**config.mk**
```make
export PLATFORM = sky130hd
export DESIGN_NAME = io_debounce
export DESIGN_NICKNAME = d
export VERILOG_FILES = /design/src/rtl/io_debounce.sv
export SDC_FILE = /design/constraint.sdc
export NUM_CORES = 1
export LEC_CHECK = 0
export ABC_AREA = 1
export ABC_CLOCK_PERIOD_IN_PS = 2300
export CORE_MARGIN = 2
export CORE_UTILIZATION = 57
export DETAILED_ROUTE_END_ITERATION = 16
export PLACE_DENSITY_LB_ADDON = 0.1
export RECOVER_POWER = 25
export SLEW_MARGIN = 20
export SYNTH_ARGS = -nofsm -noshare
export SYNTH_HDL_FRONTEND = slang
export SYNTH_SLANG_ARGS = --single-unit
```
**constraint.sdc**
```tcl
create_clock -name clk -period 2.3 [get_ports clk]
set_clock_uncertainty 0.15 [all_clocks]
set_input_delay 0.46 -clock clk [delete_from_list [all_inputs] [get_ports clk]]
set_output_delay 0.46 -clock clk [all_outputs]
set_load 0.05 [all_outputs]
```
**src/rtl/io_debounce.sv**
```systemverilog
// io_debounce
// Synchronises and debounces a bank of mechanical switch inputs. It presents
// clean levels, one-cycle rise/fall pulses, and a sticky change mask with a
// valid/ack handshake, so a slow consumer cannot miss any switch event.
//
// Ports:
//   clk        system clock; all logic runs on its rising edge
//   rst        synchronous, active-high reset
//   sw         raw asynchronous switch inputs [WIDTH]
//   chg_ack    consumer acknowledge; clears the change mask
//   sw_db      debounced switch levels [WIDTH]
//   sw_rise    one-cycle pulse per bit on an accepted 0->1 transition [WIDTH]
//   sw_fall    one-cycle pulse per bit on an accepted 1->0 transition [WIDTH]
//   chg_mask   sticky OR of accepted edges since the last ack [WIDTH]
//   chg_valid  high while chg_mask is non-zero
module io_debounce #(
  parameter int WIDTH        = 16,
  parameter int TICK_DIV     = 100_000,
  parameter int STABLE_TICKS = 10
) (
  input  logic             clk,
  input  logic             rst,
  input  logic [WIDTH-1:0] sw,
  input  logic             chg_ack,
  output logic [WIDTH-1:0] sw_db,
  output logic [WIDTH-1:0] sw_rise,
  output logic [WIDTH-1:0] sw_fall,
  output logic [WIDTH-1:0] chg_mask,
  output logic             chg_valid
);

  localparam int TW = $clog2(TICK_DIV);
  localparam int CW = (STABLE_TICKS > 1) ? $clog2(STABLE_TICKS + 1) : 1;

  logic [WIDTH-1:0] s1_reg;
  logic [WIDTH-1:0] s2_reg;
  logic [TW-1:0]    tcnt_reg;
  logic             tick;

  logic [WIDTH-1:0] sw_db_reg;
  logic [WIDTH-1:0] sw_rise_reg;
  logic [WIDTH-1:0] sw_fall_reg;
  logic [WIDTH-1:0] chg_mask_reg;
  logic [WIDTH-1:0] sw_rise_next;
  logic [WIDTH-1:0] sw_fall_next;
  logic [WIDTH-1:0] chg_mask_next;

  // Two-flop synchroniser. Only s2 feeds the qualifiers.
  always_ff @(posedge clk) begin
    if (rst) begin
      s1_reg <= '0;
      s2_reg <= '0;
    end else begin
      s1_reg <= sw;
      s2_reg <= s1_reg;
    end
  end

  // Free-running sample-tick divider shared by every bit.
  assign tick = (tcnt_reg == TW'(TICK_DIV - 1));

  always_ff @(posedge clk) begin
    if (rst) begin
      tcnt_reg <= '0;
    end else if (tick) begin
      tcnt_reg <= '0;
    end else begin
      tcnt_reg <= tcnt_reg + TW'(1);
    end
  end

  // Per-bit qualifier. It counts sample ticks while the synchronised input
  // differs from the debounced level. Any return to the old level restarts
  // the count, so short glitches never get through.
  generate
    for (genvar gi = 0; gi < WIDTH; gi++) begin : g_bit
      logic [CW-1:0] cnt_reg;
      logic          db_bit_reg;
      logic          differs;
      logic          accept;

      assign differs = (s2_reg[gi] != db_bit_reg);
      assign accept  = differs && tick && (cnt_reg == CW'(STABLE_TICKS - 1));

      assign sw_rise_next[gi] = accept &  s2_reg[gi];
      assign sw_fall_next[gi] = accept & ~s2_reg[gi];
      assign sw_db_reg[gi]    = db_bit_reg;

      always_ff @(posedge clk) begin
        if (rst) begin
          cnt_reg    <= '0;
          db_bit_reg <= 1'b0;
        end else if (!differs) begin
          cnt_reg <= '0;
        end else if (accept) begin
          db_bit_reg <= s2_reg[gi];
          cnt_reg    <= '0;
        end else if (tick) begin
          cnt_reg <= cnt_reg + CW'(1);
        end
      end
    end
  endgenerate

  // The edges registered on this clock are ORed in after the ack clear. An
  // edge that coincides with chg_ack therefore survives into the new mask.
  assign chg_mask_next = (chg_ack ? '0 : chg_mask_reg) | sw_rise_next | sw_fall_next;

  always_ff @(posedge clk) begin
    if (rst) begin
      sw_rise_reg  <= '0;
      sw_fall_reg  <= '0;
      chg_mask_reg <= '0;
    end else begin
      sw_rise_reg  <= sw_rise_next;
      sw_fall_reg  <= sw_fall_next;
      chg_mask_reg <= chg_mask_next;
    end
  end

  assign sw_db     = sw_db_reg;
  assign sw_rise   = sw_rise_reg;
  assign sw_fall   = sw_fall_reg;
  assign chg_mask  = chg_mask_reg;
  assign chg_valid = |chg_mask_reg;

endmodule

```
==> metrics.csv, run 1 <==
metric,value,unit
status,"complete, no violations",
Worst VDD drop,0.000621,V
Initial DRC Count,415,
Hold Path Class,flop to flop,
synth top area cells,"dfxtp_1, nand2_1, inv_1",
"Setup Fix Bufs, Post-CTS",0,
measured slew at the worst slew-check pin,0.661,ns
worst-skew pair later-pin latency,0.44,ns
Setup CP Type,flop to output port,
cell area after synthesis,8440,µm²
ys async rst share,0,%
PD cells,628,nW/µm²
TritonCTS Buffers,17,
GR Overflow Total,0,
Critical Path RT,1.69,ns
via count,7344,
P&R area growth vs syn,17.2,%
number of enable flip-flop cells after synthesis,0,
Num Clock Sinks,177,
Antenna Cells,0,
post-synth top area share,42.0,%
ys flop type,dfxtp_1,
Mapped Nets,1256,
die height,126,µm
"Seq/Total Area, Yosys",42.0,%
Setup TNS,0,ns
nets,1319,
post_cts resized,1,
"CP delay by family, top",buffers and inverters,
max FFs per register,64,
max incr delay on CP,0.83,ns
Final GP Congestion,0.867,
maximum clock rate,441,MHz
DR pass1 iterations,7,
Critical Path Fanout Max,3,
RSZ-0062 raised after global routing,no,
htree depth,4,
hpwl dp,13.2,mm
worst path cell trace,clkdlybuf4s50_1,
largest net degree at the start of global routing,36,
Crit. End Element,output port,
residual DRC count,0,
core area,14500,µm²
final-report hold violation count,0,
filler instances,1294,
Max Cap Viol,0,
Starting Density,58.3,%
WP data arrival,1.66,ns
Via-to-Cell Ratio,5.02,
ratio of final minimum period to clock period,98.6,%
Avg WL per Cell,13.3,µm
PortBufs,83,
Total Routing Usage GR,25.0,%
share of layout cells above drive strength 1,6.33,%
WL final,19.4,mm
Ys Warns,0,
I/O pins,84,
Cells after Synth,1204,
final setup fails,0,
vias in the first global route,6872,
P_leak,0.00504,µW
Final ANT Viol Nets,0,
fin crit period,2.27,ns
die width,126,µm
Worst path slowest cell,clkdlybuf4s50_1,
CTS Buffer Depth,2,
Pwr Total,6210,µW
cell row count,44,
Final Slew Violations,0,
WP buf/inv,1,
post-synth cell types,30,
Clock Pin Slew Worst Setup and Hold Paths,0.07,ns
CTS Root Cell,clkbuf_16,
syn_area_per_cell,7.01,µm²
cell taking the most area after synthesis,dfxtp_1,
first-pass GRT wire length,32.1,mm
max_slew headroom,56.1,%
hold_buf cts,0,
die area,15800,µm²
initial antenna violation count,0,
CTS tree,yes,
Seq cells post-synth,177,
startpoint types,flop,
==> cells by family after synthesis <==
group | after synthesis | share of synthesized area, %
adder cells (fa/ha/maj) | 33 | 4.89
AO/OA/AOI/OAI | 15 | 0.904
XOR/XNOR | 35 | 3.63
buffers and inverters | 284 | 14.0
AND/OR/NAND/NOR | 660 | 34.6
flip-flops | 177 | 42.0
==> metrics by stage <==
| stage | worst slack [ns] | instance area (µm²) | instances | hold slack, ns | util (%) |
|---|---|---|---|---|---|
| after floorplan | 0.386 | 8440 | 1204 | 0.238 | - |
| after CTS | 0.00319 | 9990 | 1464 | 0.256 | 69.0 |
| after global routing | 0.000631 | 9890 | 1464 | 0.273 | 68.3 |
| final | 0.0317 | 9890 | 1464 | 0.257 | 68.3 |
| after global placement | 0.190 | 9380 | 1432 | 0.241 | 64.8 |
| after detailed placement | 0.195 | 9380 | 1432 | 0.243 | 64.8 |
==> cell usage in the layout, fill, tap and decap left out, types with 3 or more instances in the layout <==
cell / instances
inv_1: 221
nor3_1: 3
clkbuf_16: 17
nand3_2: 3
nor2_1: 153
nand3_1: 85
clkdlybuf4s50_1: 67
buf_12: 5
a21oi_1: 10
xor2_1: 34
nor2_4: 3
inv_8: 5
dfxtp_1: 177
clkinv_8: 4
inv_2: 4
ha_1: 33
nor4_1: 4
nand4_1: 83
nand2_1: 303
buf_4: 13
o21ai_0: 4
nor2_2: 15
clkbuf_1: 13
==> where the power goes <==
group          switching [µW]  internal (µW)
combinational            81.6           59.5
sequential               22.0           3090
clock                    1380           1570
==> cell type report <==
cell class | count | area, µm² | area share, %
Multi-Input combinational cell | 743 | 3710 | 37.5
Sequential cell | 177 | 3540 | 35.8
Timing Repair Buffer | 102 | 946 | 9.56
Inverter | 226 | 848 | 8.57
Clock buffer | 17 | 425 | 4.30
Tap cell | 184 | 230 | 2.33
Clock inverter | 15 | 194 | 1.96
==> final timing paths <==
path	endpoint	start	slack (ns)	depth (start not counted)
worst min register to register	s2_reg[7]$_SDFF_PP0_	s1_reg[7]$_SDFF_PP0_	0.26	2
worst min-delay path	s2_reg[7]$_SDFF_PP0_	s1_reg[7]$_SDFF_PP0_	0.26	2
worst max register to register	g_bit[2].cnt_reg[0]$_SDFFE_PP0N_	tcnt_reg[8]$_SDFF_PP0_	0.16	10
worst max-delay path	chg_mask[6]	chg_mask[6]$_SDFF_PP0_	0.03	1
==> layer usage <==
metal / vias to the layer above / share of wire (%) / GRT usage, %
li1: 3814 / - / -
met1: 3331 / 43 / 29.9
met2: 160 / 50 / 43.7
met3: 39 / 4.0 / 4.72
met4: 0 / 3.1 / 11.0
met5: - / 0 / 0
==> cell usage after synthesis (all sizes together) (2+ instances only) <==
library cell / count
a21oi: 10
buf: 44
clkbuf: 14
dfxtp: 177
ha: 33
inv: 225
nand2: 304
nand3: 88
nand3b: 2
nand4: 83
nor2: 171
nor3: 4
nor4: 4
o21ai: 4
or2: 3
xor2: 34
(Power assumes the default switching activity.)
==> inputs of run 2 (changes only) <==
--- a/config.mk
+++ b/config.mk
@@ -12,6 +12,7 @@
 export DETAILED_ROUTE_END_ITERATION = 16
 export PLACE_DENSITY_LB_ADDON = 0.1
 export RECOVER_POWER = 25
+export REMOVE_ABC_BUFFERS = 1
 export SLEW_MARGIN = 20
 export SYNTH_ARGS = -nofsm -noshare
 export SYNTH_HDL_FRONTEND = slang
==> run 2 against run 1 <==
Net effect: power down 0.55%; core utilization is 0.20 points higher; largest cell class unchanged; highest routed layer unchanged; clock power fell by 1%; sequential share of layout area shrank 0.10 points; via count about the same; first-iteration DRC count grew 19%; non-clock buffer count increased by 3; final cell count grew 0.14%; final area is 0.29% higher; critical path type unchanged; worst hold slack got worse by 0.0053 ns; setup slack better by 0.015 ns.
==> metrics.csv, run 2 (synthesis gave the netlist of run 1 again) <==
metric,value,unit,change
status,"complete, no violations",,unchanged
Final Slew Violations,0,,unchanged
first-pass GRT wire length,32.3,mm,was 32.1 mm
Critical Path RT,1.69,ns,about the same
dpl cell area,9370,µm²,was 9380 µm²
max_slew headroom,46.0,%,was 56.1%
WP buf/inv,1,,unchanged
Avg WL per Cell,13.1,µm,was 13.3 µm
Hold Path Class,flop to flop,,unchanged
largest net degree at the start of global routing,69,,was 36
max incr delay on CP,0.83,ns,about the same
hold_buf cts,0,,unchanged
CTS Buffer Depth,2,,unchanged
design area,9920,µm²,was 9890 µm²
die height,126,µm,unchanged
die area,15800,µm²,unchanged
measured slew at the worst slew-check pin,0.811,ns,was 0.661 ns
Num Clock Sinks,177,,unchanged
CTS Root Cell,clkbuf_16,,unchanged
WP data arrival,1.64,ns,was 1.66 ns
Initial DRC Count,494,,was 415
Antenna Cells,0,,unchanged
sw power,1270,µW,was 1490 µW
placed instance count,1435,,was 1432
fin crit period,2.25,ns,was 2.27 ns
residual DRC count,0,,unchanged
max FFs per register,64,,unchanged
PD cells,622,nW/µm²,was 628 nW/µm²
Setup TNS,0,ns,unchanged
WL final,19.3,mm,was 19.4 mm
highest-count cells in the layout ignoring fill and taps,"nand2_1, inv_1, dfxtp_1",,unchanged
Pint,4910,µW,was 4730 µW
via count,7347,,was 7344
Clock Pin Slew Worst Setup and Hold Paths,0.06,ns,was 0.07 ns
clock network power share,47.3,%,was 47.6%
"most common cell after layout, fill and taps aside",nand2_1,,unchanged
PortBufs,83,,unchanged
ratio of final minimum period to clock period,98.0,%,was 98.6%
vias in the first global route,6846,,was 6872
I/O pins,84,,unchanged
DR pass1 iterations,6,,was 7
Worst VDD drop,0.000634,V,was 0.000621 V
hpwl dp,12.4,mm,was 13.2 mm
final-report hold violation count,0,,unchanged
nets,1322,,was 1319
Critical Path Fanout Max,3,,unchanged
Max Cap Viol,0,,unchanged
Final GP Congestion,0.823,,was 0.867
Total Routing Usage GR,25.1,%,was 25.0%
switch share,20.6,%,was 23.9%
core area,14500,µm²,unchanged
Setup CP Type,flop to output port,,unchanged
Pwr Total,6180,µW,was 6210 µW
final setup fails,0,,unchanged
worst path cell trace,clkdlybuf4s50_1,,unchanged
die width,126,µm,unchanged
Worst path slowest cell,clkdlybuf4s50_1,,unchanged
P_leak,0.00519,µW,was 0.00504 µW
sequential share of power,50.4,%,was 50.1%
TritonCTS Buffers,17,,unchanged
maximum clock rate,444,MHz,was 441 MHz
GR Overflow Total,0,,unchanged
hold_ws,0.252,ns,was 0.257 ns
Starting Density,58.3,%,unchanged
initial antenna violation count,0,,unchanged
P&R area growth vs syn,17.5,%,was 17.2%
worst-skew pair later-pin latency,0.43,ns,was 0.44 ns
share of layout cells above drive strength 1,5.46,%,was 6.33%
CTS tree,yes,,unchanged
fin cells,1466,,was 1464
cell row count,44,,unchanged
startpoint types,flop,,unchanged
Crit. End Element,output port,,unchanged
Final ANT Viol Nets,0,,unchanged
htree depth,4,,unchanged
filler instances,1243,,was 1294
Via-to-Cell Ratio,5.01,,was 5.02
combinational power share,2.3,%,about the same
RSZ-0062 raised after global routing,no,,unchanged
"CP delay by family, top",buffers and inverters,,unchanged
## run 2: cell types whose count changed in the layout (fill, tap and decap cells not counted), moves of 3 or more
cell | before | now
nor2_1 | 153 | 164
clkinvlp_4 | 1 | 4
clkinv_8 | 4 | 0
nor2_2 | 15 | 4
dlygate4sd2_1 | 1 | 8
clkinv_2 | 0 | 3
buf_12 | 5 | 2
dlymetal6s2s_1 | 0 | 5
buf_4 | 13 | 19
clkbuf_1 | 13 | 3
inv_8 | 5 | 0
## run 2: tightest hold or removal path, cell delays in order (launching register included)
cell	delay (ns)
dfxtp_1	0.30
inv_1	0.04
nor2_1	0.03
## run 2: area by class of cell
cell class | count | area [µm²] | area share (%)
clock buffer | 21 | 460 | 4.64
clock inverter | 10 | 135 | 1.36
inverter | 226 | 848 | 8.55
multi-input combinational | 743 | 3690 | 37.2
sequential | 177 | 3540 | 35.7
tap | 184 | 230 | 2.32
timing repair buffer | 105 | 1020 | 10.2
## run 2: what timing repair did
action | CTS | global route
setup endpoints to repair | 9 | 6
setup buffers | 0 | 0
resized for setup | 9 | 6
## run 2: path summary, 6_finish.rpt
kind	start	to	slack, ns	cells after the start
worst max-delay path	g_bit[6].db_bit_reg$_SDFFE_PP0P_	sw_db[6]	0.05	1
worst min-delay path	s1_reg[12]$_SDFF_PP0_	s2_reg[12]$_SDFF_PP0_	0.25	2
worst max register to register	tcnt_reg[0]$_SDFF_PP0_	g_bit[9].db_bit_reg$_SDFFE_PP0P_	0.24	8
worst min register to register	s1_reg[12]$_SDFF_PP0_	s2_reg[12]$_SDFF_PP0_	0.25	2
## run 2: layer usage
layer | part of all wire [%] | GRT usage (%) | wire (µm) | vias up
li1 | - | - | - | 3796
met1 | 45 | 32.0 | 8710 | 3350
met2 | 49 | 42.4 | 9350 | 177
met5 | 0 | 0 | 0 | -
met3 | 4.6 | 4.63 | 889 | 24
met4 | 1.7 | 9.28 | 320 | 0
## run 2: through the flow
| stage | setup slack, ns | util (%) |
|---|---|---|
| after floorplan | -0.935 | - |
| after global placement | 0.248 | 64.7 |
| after detailed placement | 0.348 | 64.7 |
| after CTS | 0.0162 | 68.8 |
| after global routing | 0.00264 | 68.5 |
| final | 0.0469 | 68.5 |
## run 2: power groups by stage
stage	clock [µW]	sequential, µW	combinational [µW]
2_1_floorplan	0	3180	70.8
3_3_place_gp	0	3180	143
3_5_place_dp	0	3180	145
4_1_cts	2960	3110	146
5_1_grt	3080	3120	163
6_report	2920	3110	143
==> inputs of run 3 (changes only) <==
--- a/config.mk
+++ b/config.mk
@@ -9,6 +9,7 @@
 export ABC_CLOCK_PERIOD_IN_PS = 2300
 export CORE_MARGIN = 2
 export CORE_UTILIZATION = 57
+export CTS_CLUSTER_SIZE = 24
 export DETAILED_ROUTE_END_ITERATION = 16
 export PLACE_DENSITY_LB_ADDON = 0.1
 export RECOVER_POWER = 25
==> results of run 3 <==
Final layout, timing and power as in run 2 (identical DEF).
